[config.mk]
export PLATFORM = sky130hd
export DESIGN_NAME = nibble_serial_subtractor
export DESIGN_NICKNAME = d
export VERILOG_FILES = /design/src/rtl/sub_pkg.sv /design/src/rtl/nibble_cla_sub.sv /design/src/rtl/nibble_serial_subtractor.sv
export SDC_FILE = /design/constraint.sdc
export NUM_CORES = 1
export LEC_CHECK = 0
export CORE_MARGIN = 3
export CORE_UTILIZATION = 50
export DETAILED_ROUTE_END_ITERATION = 7
export PLACE_DENSITY = 0.79
export SETUP_SLACK_MARGIN = 0.02
export SLEW_MARGIN = 5
export SYNTH_ARGS = -nofsm -noshare
export SYNTH_HDL_FRONTEND = slang
export SYNTH_SLANG_ARGS = --single-unit
[constraint.sdc]
create_clock -name clk -period 2.19 [get_ports clk]
set_clock_uncertainty 0.2 [all_clocks]
set_input_delay 0.438 -clock clk [delete_from_list [all_inputs] [get_ports clk]]
set_output_delay 0.438 -clock clk [all_outputs]
set_load 0.02 [all_outputs]
[src/rtl/sub_pkg.sv]
// Shared constants, FSM state type and sizing helper
// for the nibble-serial subtractor.
package sub_pkg;

  localparam int NIBBLE_W = 4;

  typedef enum logic [1:0] {
    IDLE = 2'd0,
    RUN  = 2'd1,
    DONE = 2'd2
  } state_e;

  function automatic int clog2_min1(input int n);
    return (n <= 1) ? 1 : $clog2(n);
  endfunction

endpackage

[src/rtl/nibble_cla_sub.sv]
// Combinational 4-bit lookahead slice computing x + ~y + cin
// with flat sum-of-products carries.
module nibble_cla_sub (
  input  logic [3:0] x,
  input  logic [3:0] y,
  input  logic       cin,
  output logic [3:0] d,
  output logic       cout
);

  logic [3:0] g;
  logic [3:0] p;
  logic       c1;
  logic       c2;
  logic       c3;

  assign g = x & ~y;
  assign p = x ^ ~y;

  assign c1 = g[0]
            | (p[0] & cin);
  assign c2 = g[1]
            | (p[1] & g[0])
            | (p[1] & p[0] & cin);
  assign c3 = g[2]
            | (p[2] & g[1])
            | (p[2] & p[1] & g[0])
            | (p[2] & p[1] & p[0] & cin);
  assign cout = g[3]
              | (p[3] & g[2])
              | (p[3] & p[2] & g[1])
              | (p[3] & p[2] & p[1] & g[0])
              | (&p & cin);

  assign d = p ^ {c3, c2, c1, cin};

endmodule

[src/rtl/nibble_serial_subtractor.sv]
// Wide A - B - BIN computed one nibble per clock through a
// single lookahead slice, with valid/ready on both sides.
module nibble_serial_subtractor
  import sub_pkg::*;
#(
  parameter int NIBBLES = 4
) (
  input  logic                         clk,
  input  logic                         rst,
  input  logic                         in_valid,
  output logic                         in_ready,
  input  logic [NIBBLE_W*NIBBLES-1:0]  a,
  input  logic [NIBBLE_W*NIBBLES-1:0]  b,
  input  logic                         bin,
  output logic                         out_valid,
  input  logic                         out_ready,
  output logic [NIBBLE_W*NIBBLES-1:0]  diff,
  output logic                         bout,
  output logic                         neg,
  output logic                         ovf,
  output logic                         zero
);

  localparam int W  = NIBBLE_W * NIBBLES;
  localparam int IW = clog2_min1(NIBBLES);

  state_e         state_q, state_d;
  logic [IW-1:0]  idx_q, idx_d;
  logic [W-1:0]   a_q, a_d;
  logic [W-1:0]   b_q, b_d;
  logic [W-1:0]   diff_q, diff_d;
  logic           borrow_q, borrow_d;
  logic           bout_q, bout_d;
  logic           neg_q, neg_d;
  logic           ovf_q, ovf_d;
  logic           zero_q, zero_d;

  logic [3:0]     sl_d;
  logic           sl_cout;
  logic [W-1:0]   diff_nx;
  logic           last;

  nibble_cla_sub u_slice (
    .x    (a_q[3:0]),
    .y    (b_q[3:0]),
    .cin  (~borrow_q),
    .d    (sl_d),
    .cout (sl_cout)
  );

  // Result nibbles enter at the top and shift down.
  if (NIBBLES == 1) begin : g_one
    assign diff_nx = sl_d;
  end else begin : g_many
    assign diff_nx = {sl_d, diff_q[W-1:NIBBLE_W]};
  end

  assign last = (idx_q == IW'(NIBBLES - 1));

  always_comb begin
    state_d  = state_q;
    idx_d    = idx_q;
    a_d      = a_q;
    b_d      = b_q;
    diff_d   = diff_q;
    borrow_d = borrow_q;
    bout_d   = bout_q;
    neg_d    = neg_q;
    ovf_d    = ovf_q;
    zero_d   = zero_q;
    unique case (state_q)
      IDLE: begin
        if (in_valid) begin
          a_d      = a;
          b_d      = b;
          borrow_d = bin;
          idx_d    = '0;
          state_d  = RUN;
        end
      end
      RUN: begin
        a_d      = a_q >> NIBBLE_W;
        b_d      = b_q >> NIBBLE_W;
        diff_d   = diff_nx;
        borrow_d = ~sl_cout;
        idx_d    = idx_q + 1'b1;
        if (last) begin
          idx_d   = '0;
          state_d = DONE;
          bout_d  = ~sl_cout;
          neg_d   = diff_nx[W-1];
          ovf_d   = (a_q[3] != b_q[3])
                 && (sl_d[3] != a_q[3]);
          zero_d  = (diff_nx == '0);
        end
      end
      DONE: begin
        if (out_ready) state_d = IDLE;
      end
      default: state_d = IDLE;
    endcase
  end

  always_ff @(posedge clk) begin
    if (rst) begin
      state_q  <= IDLE;
      idx_q    <= '0;
      a_q      <= '0;
      b_q      <= '0;
      diff_q   <= '0;
      borrow_q <= 1'b0;
      bout_q   <= 1'b0;
      neg_q    <= 1'b0;
      ovf_q    <= 1'b0;
      zero_q   <= 1'b0;
    end else begin
      state_q  <= state_d;
      idx_q    <= idx_d;
      a_q      <= a_d;
      b_q      <= b_d;
      diff_q   <= diff_d;
      borrow_q <= borrow_d;
      bout_q   <= bout_d;
      neg_q    <= neg_d;
      ovf_q    <= ovf_d;
      zero_q   <= zero_d;
    end
  end

  assign in_ready  = !rst && (state_q == IDLE);
  assign out_valid = (state_q == DONE);
  assign diff      = diff_q;
  assign bout      = bout_q;
  assign neg       = neg_q;
  assign ovf       = ovf_q;
  assign zero      = zero_q;

endmodule
* Yosys cells after proc, flatten, opt, wreduce, memory -nomap -nowiden
Cells that the tools add are included.
** Storage, ports and cells
- Memories kept :: 0
- Memory bits (read-only) :: 0
- Output and inout port bits :: 22
- Logic and storage cells :: 73
- Input port bits :: 37
- Bits in latches :: 0
- Register bits after elaboration :: 57
- Bits in writable memories :: 0
** Cells by class
- Reduce and logical (&&, ||, !) cells :: 10
- Shifts and indexed selects :: 0
- $add $sub $neg :: 1
- Equality and inequality tests :: 8
- Magnitude comparators :: 0
- Multiply operators :: 0
- Mux-type cells :: 13
- Bitwise operators :: 31
- Divide/modulo/power cells :: 0
** Operator list (count)
- $pmux 16 s2 :: 2
- $mux 16 :: 2
- $logic_not 16->1 :: 1
- $and 1x1->1 :: 15
- $mux 2 :: 5
- $or 1x1->1 :: 10
- $xor 4x4->4 :: 2
- $pmux 2 s3 :: 1
- $and 4x4->4 :: 1
- $eq 2x2->1 const B :: 2
- $ne 2x2->1 const B :: 2
- $not 4->4 :: 1
- $pmux 2 s2 :: 1
- $reduce_and 2->1 :: 2
- $reduce_and 4->1 :: 1
- $reduce_and 3->1 :: 1
- $add 2x1->2 const B :: 1
- $eq 2x1->1 const B :: 1
- $logic_and 1x1->1 :: 2
- $logic_not 2->1 :: 1
- $ne 1x1->1 :: 2
- $ne 2x1->1 const B :: 1
- $not 1->1 :: 2
- $pmux 1 s2 :: 1
- 3 further kinds :: 3

* Logic depth before layout (Yosys ltp)
- Depth after elaboration :: 9
- Mapped depth :: 7
- Gate-level depth less buffers :: 7

* Cells and area by module
From an unflattened synthesis, not the netlist that was laid out.
** Unflattened totals
- Cells, all modules :: 323
- Area, all modules :: 2697.6 sq um
** Modules (own cells, without submodules)
- nibble_serial_subtractor :: area an instance 2549.9 sq um, cells each 306, instances 1
- nibble_cla_sub :: area an instance 147.6 sq um, cells each 17, instances 1

* Worst setup path before layout
Ideal clock, no wire load.
- Path kind :: flip-flop to flip-flop
- Start point :: reg a_q[0]
- End point :: reg zero_q (netlist: zero)
- Setup slack :: 0.218 ns
- Setup time :: 0.069 ns
- Stages on the path, launching flop included :: 7
- Period minus slack after synthesis :: 1.972 ns
- Required time :: 1.921 ns
- Data arrival time :: 1.703 ns
- Path buffers :: 0
- Cells stage by stage :: dfxtp_1 inv_1 fa_1 nor4b_1 nand4_1 or4_1 o21ai_1
** On the way
- Cells in the longest elaborated chain, start to end :: 6
- Elaborated cells between the ends (all ways) :: 16
- Those cells by class :: bitwise (15); reduce/logical (1)
** RTL lines
- start: declaration :: line nibble_serial_subtractor.sv:29 : logic [W-1:0] a_q, a_d;
- start signal: assignment :: line nibble_serial_subtractor.sv:108 : a_q <= '0;
- start signal: assignment :: line nibble_serial_subtractor.sv:119 : a_q <= a_d;
- $and 4x4->4 / $xor 4x4->4 (equally long branches) :: line nibble_cla_sub.sv:17, nibble_cla_sub.sv:18
- $and 1x1->1 (on tied branches)
- $or 1x1->1 (tied with other cells) :: line nibble_cla_sub.sv:23 : | (p[1] & g[0])
- $or 1x1->1 (on tied branches) :: line nibble_cla_sub.sv:24, nibble_cla_sub.sv:28
- $xor 4x4->4 (*) :: line nibble_cla_sub.sv:35 : assign d = p ^ {c3, c2, c1, cin};
- $logic_not 16->1 (*) :: line nibble_serial_subtractor.sv:94 : zero_d = (diff_nx == '0);
- end signal: assignment :: line nibble_serial_subtractor.sv:126 : zero_q <= zero_d;
- end: declaration :: line nibble_serial_subtractor.sv:36 : logic zero_q, zero_d;
Every way passes the cells marked *; elsewhere a longest branch is shown, timed or not.
A chain may end at the register's enable or synchronous reset.

* Worst setup path in the final report
- Start point :: reg diff_q[6] (netlist: diff[6])
- End point :: out diff[6]
** RTL lines
- start: declaration :: line nibble_serial_subtractor.sv:31 : logic [W-1:0] diff_q, diff_d;
- start signal: assignment :: line nibble_serial_subtractor.sv:121 : diff_q <= diff_d;
- end: declaration :: line nibble_serial_subtractor.sv:17 : output logic [NIBBLE_W*NIBBLES-1:0] diff,
No word-level cell between the ends.

==> impl_results.md <==
* Setup_tns at 0 ns
* Top_reg_cell synth: dfxtp_1
* Fin nets at 456
* Finished Core Util at 0.675
* Worst r2r src: a_q[0]$_SDFFE_PP0P_
* DRT antenna net count at 0
* Die height at 79.4 um
* Row cnt at 26
* CP delay by family, top: buffers and inverters
* Met1 Use GR at 0.288
* Dpl ws at 0.109 ns
* Slew margin rel. at 0.684
* Maxcap violations at 0
* Worst R2R Path Depth at 6
* Status: complete, no violations
* Worst Setup End Kind: primary output
* Post-synthesis cell type count at 35
* GRT met3 Usage at 0.0564
* #FFs+latches synth at 57
* Diode count at 0
* Post-CTS Repair Setup Buffers at 0
* Post-DR wirelength/cell at 13.1 um
* Hold Crit Depth at 2
* Initial Util at 0.521
* Critical path depth at 1
* Clk_lat worst skew at 0.33 ns
* Setup Viol. Count Final at 0
* Post-synthesis cell area at 2700 um2
* Number of synthesized flops with an enable pin at 0
* Cells along the critical path: clkdlybuf4s50_1
* Via Count at 2534
* Hold_buf cts at 0
* Number of fillers in the final layout at 452
* Die area at 6310 um2
* Total GRT Usage at 0.216
* Grt ovf at 0
* Die Wd at 79.4 um
* TritonCTS Buffers at 9
* Asr flop ratio synth at 0
* Most frequent cell after synthesis: nor2_1
* Hold WC Path Type: reg2reg
* I/O Buffers at 58
* Peak VDD IR at 0.604 mV
* Initial antenna violation count at 0
* CP Launch Type: register
* Total chip power at 2.52 mW
* Final worst setup slack at 0.138 ns
* Leak at 1.42 nW
* Final count of pins violating max slew at 0
* Clock sinks at 57
* Max clock buf depth at 2
* Sequential share of the synthesized area at 0.423
* Syn Area/Cell at 7.45 um2
* Core box area at 5170 um2
* Critical Path RT at 1.55 ns
* Ratio of cells with drive above 1 in the final layout at 0.0815
* Routability cong. at 0.815
* Placed Area at 3320 um2
* Initial DRC count at 130
* Largest net degree at the start of global routing at 45
* CP Launch Point: diff[6]$_SDFFE_PP0P_
* Worst Path Buf+Inv at 1
* Tightest Pin Transition at 0.474 ns
* Non-Filler Instances at 487
* Clock slew at reported path FFs at 0.06 ns
* Post-synth top area share at 0.423
* Layer with the highest usage: met2
* Synthesis Warnings at 0
* Max Fclk at 487 MHz
* DR DRC count at 0
* CP max FO at 4
* Root Driver: clkbuf_8
* Final instance area at 3490 um2
* Top post-synthesis cells by count: 89 x nor2_1, 57 x dfxtp_1, 50 x a21oi_1, 29 x nand2_1, 29 x nor2b_1
* Final Hold Fails at 0
* Syn Nets at 405
* Worst hold slack at 0.258 ns
* Resize count post-CTS at 0
* RSZ-0062 raised after global routing: no
* Placed insts at 472
* DR vias/cell at 5.20
* Min Tclk post-route at 2.05 ns
* Power Dens Cells at 722 nW/um2
* Detailed Place HPWL at 4450 um
* Synth top area cells: dfxtp_1 42%, nor2_1 12%, a21oi_1 9.3%, nor2b_1 6.7%, nor3_1 4.1%
* CTS tree: built
* Final Cycle Share at 0.937
* Critical path's slowest cell: clkdlybuf4s50_1
* Number of H-tree levels at 3
* Critical path class: reg2out
* Met2 Usage GRT at 0.338
* Critical path arrival at 1.41 ns
* Post-Route WL at 6360 um
* Drt pass-1 iters at 4
* Worst hold start: diff[3]$_SDFFE_PP0P_
* Vias in the first global route at 2427
* Cell accounting for the most synthesized area: dfxtp_1
* Ports at 59
* First-pass GRT wire length at 11000 um
* Cells after Synth at 362
* Max incr delay on CP at 0.65 ns
* Area grow syn2layout at 29.5%
-- cells in the final DEF (no fill, tap or decap), drive strengths merged, types with 6 or more instances in the layout --
master	netlist	final
buf	14	10
a211oi	7	7
inv	9	9
a21oi	51	51
nand2	30	30
clkbuf	13	11
dfxtp	57	57
nor2b	30	30
nor3	22	22
a22oi	6	6
clkdlybuf4s50	0	55
nor2	90	90
-- metal layers --
| metal | vias up | routed length (um) |
|---|---|---|
| li1 | 1298 | - |
| met4 | 0 | 99 |
| met1 | 1180 | 3000 |
| met5 | - | 0 |
| met3 | 11 | 250 |
| met2 | 45 | 3010 |
-- cells by family after synthesis --
logic type      share of synthesized area
compound gates                      0.148
xor+xnor                          0.00975
fa+ha+maj                          0.0306
buf+inv                            0.0580
flops                               0.423
mux                               0.00742
simple gates                        0.323
-- registers in the layout (all words and copies together), names as in the netlist --
name,count
a_q,16
b_q,16
diff,16
idx_q,2
state_q,2
borrow_q,1
bout,1
neg,1
ovf,1
zero,1
-- worst paths after layout --
check                         endpoint  slack, ns
setup / recovery               diff[6]       0.14
hold / removal    diff[3]$_SDFFE_PP0P_       0.26
setup reg to reg     zero$_SDFFE_PP0P_       0.15
hold reg to reg   diff[3]$_SDFFE_PP0P_       0.26
-- where the power goes --
part / leakage [nW] / internal [mW] / switching, mW
Sequential: 0.468 / 1.11 / 0.0472
Clock: 0.0887 / 0.427 / 0.401
Combinational: 0.861 / 0.257 / 0.282
-- area by class of cell --
type,count,area (um2),share of cell area
multi-input cells,269,1410,0.403
flip-flops and latches,57,1140,0.327
repair buffers,67,661,0.189
clock buffers,11,141,0.0405
well taps,70,87.6,0.0251
inverters,9,33.8,0.00967
clock inverters,4,20.0,0.00573
Power figures use the tool's default switching activity.
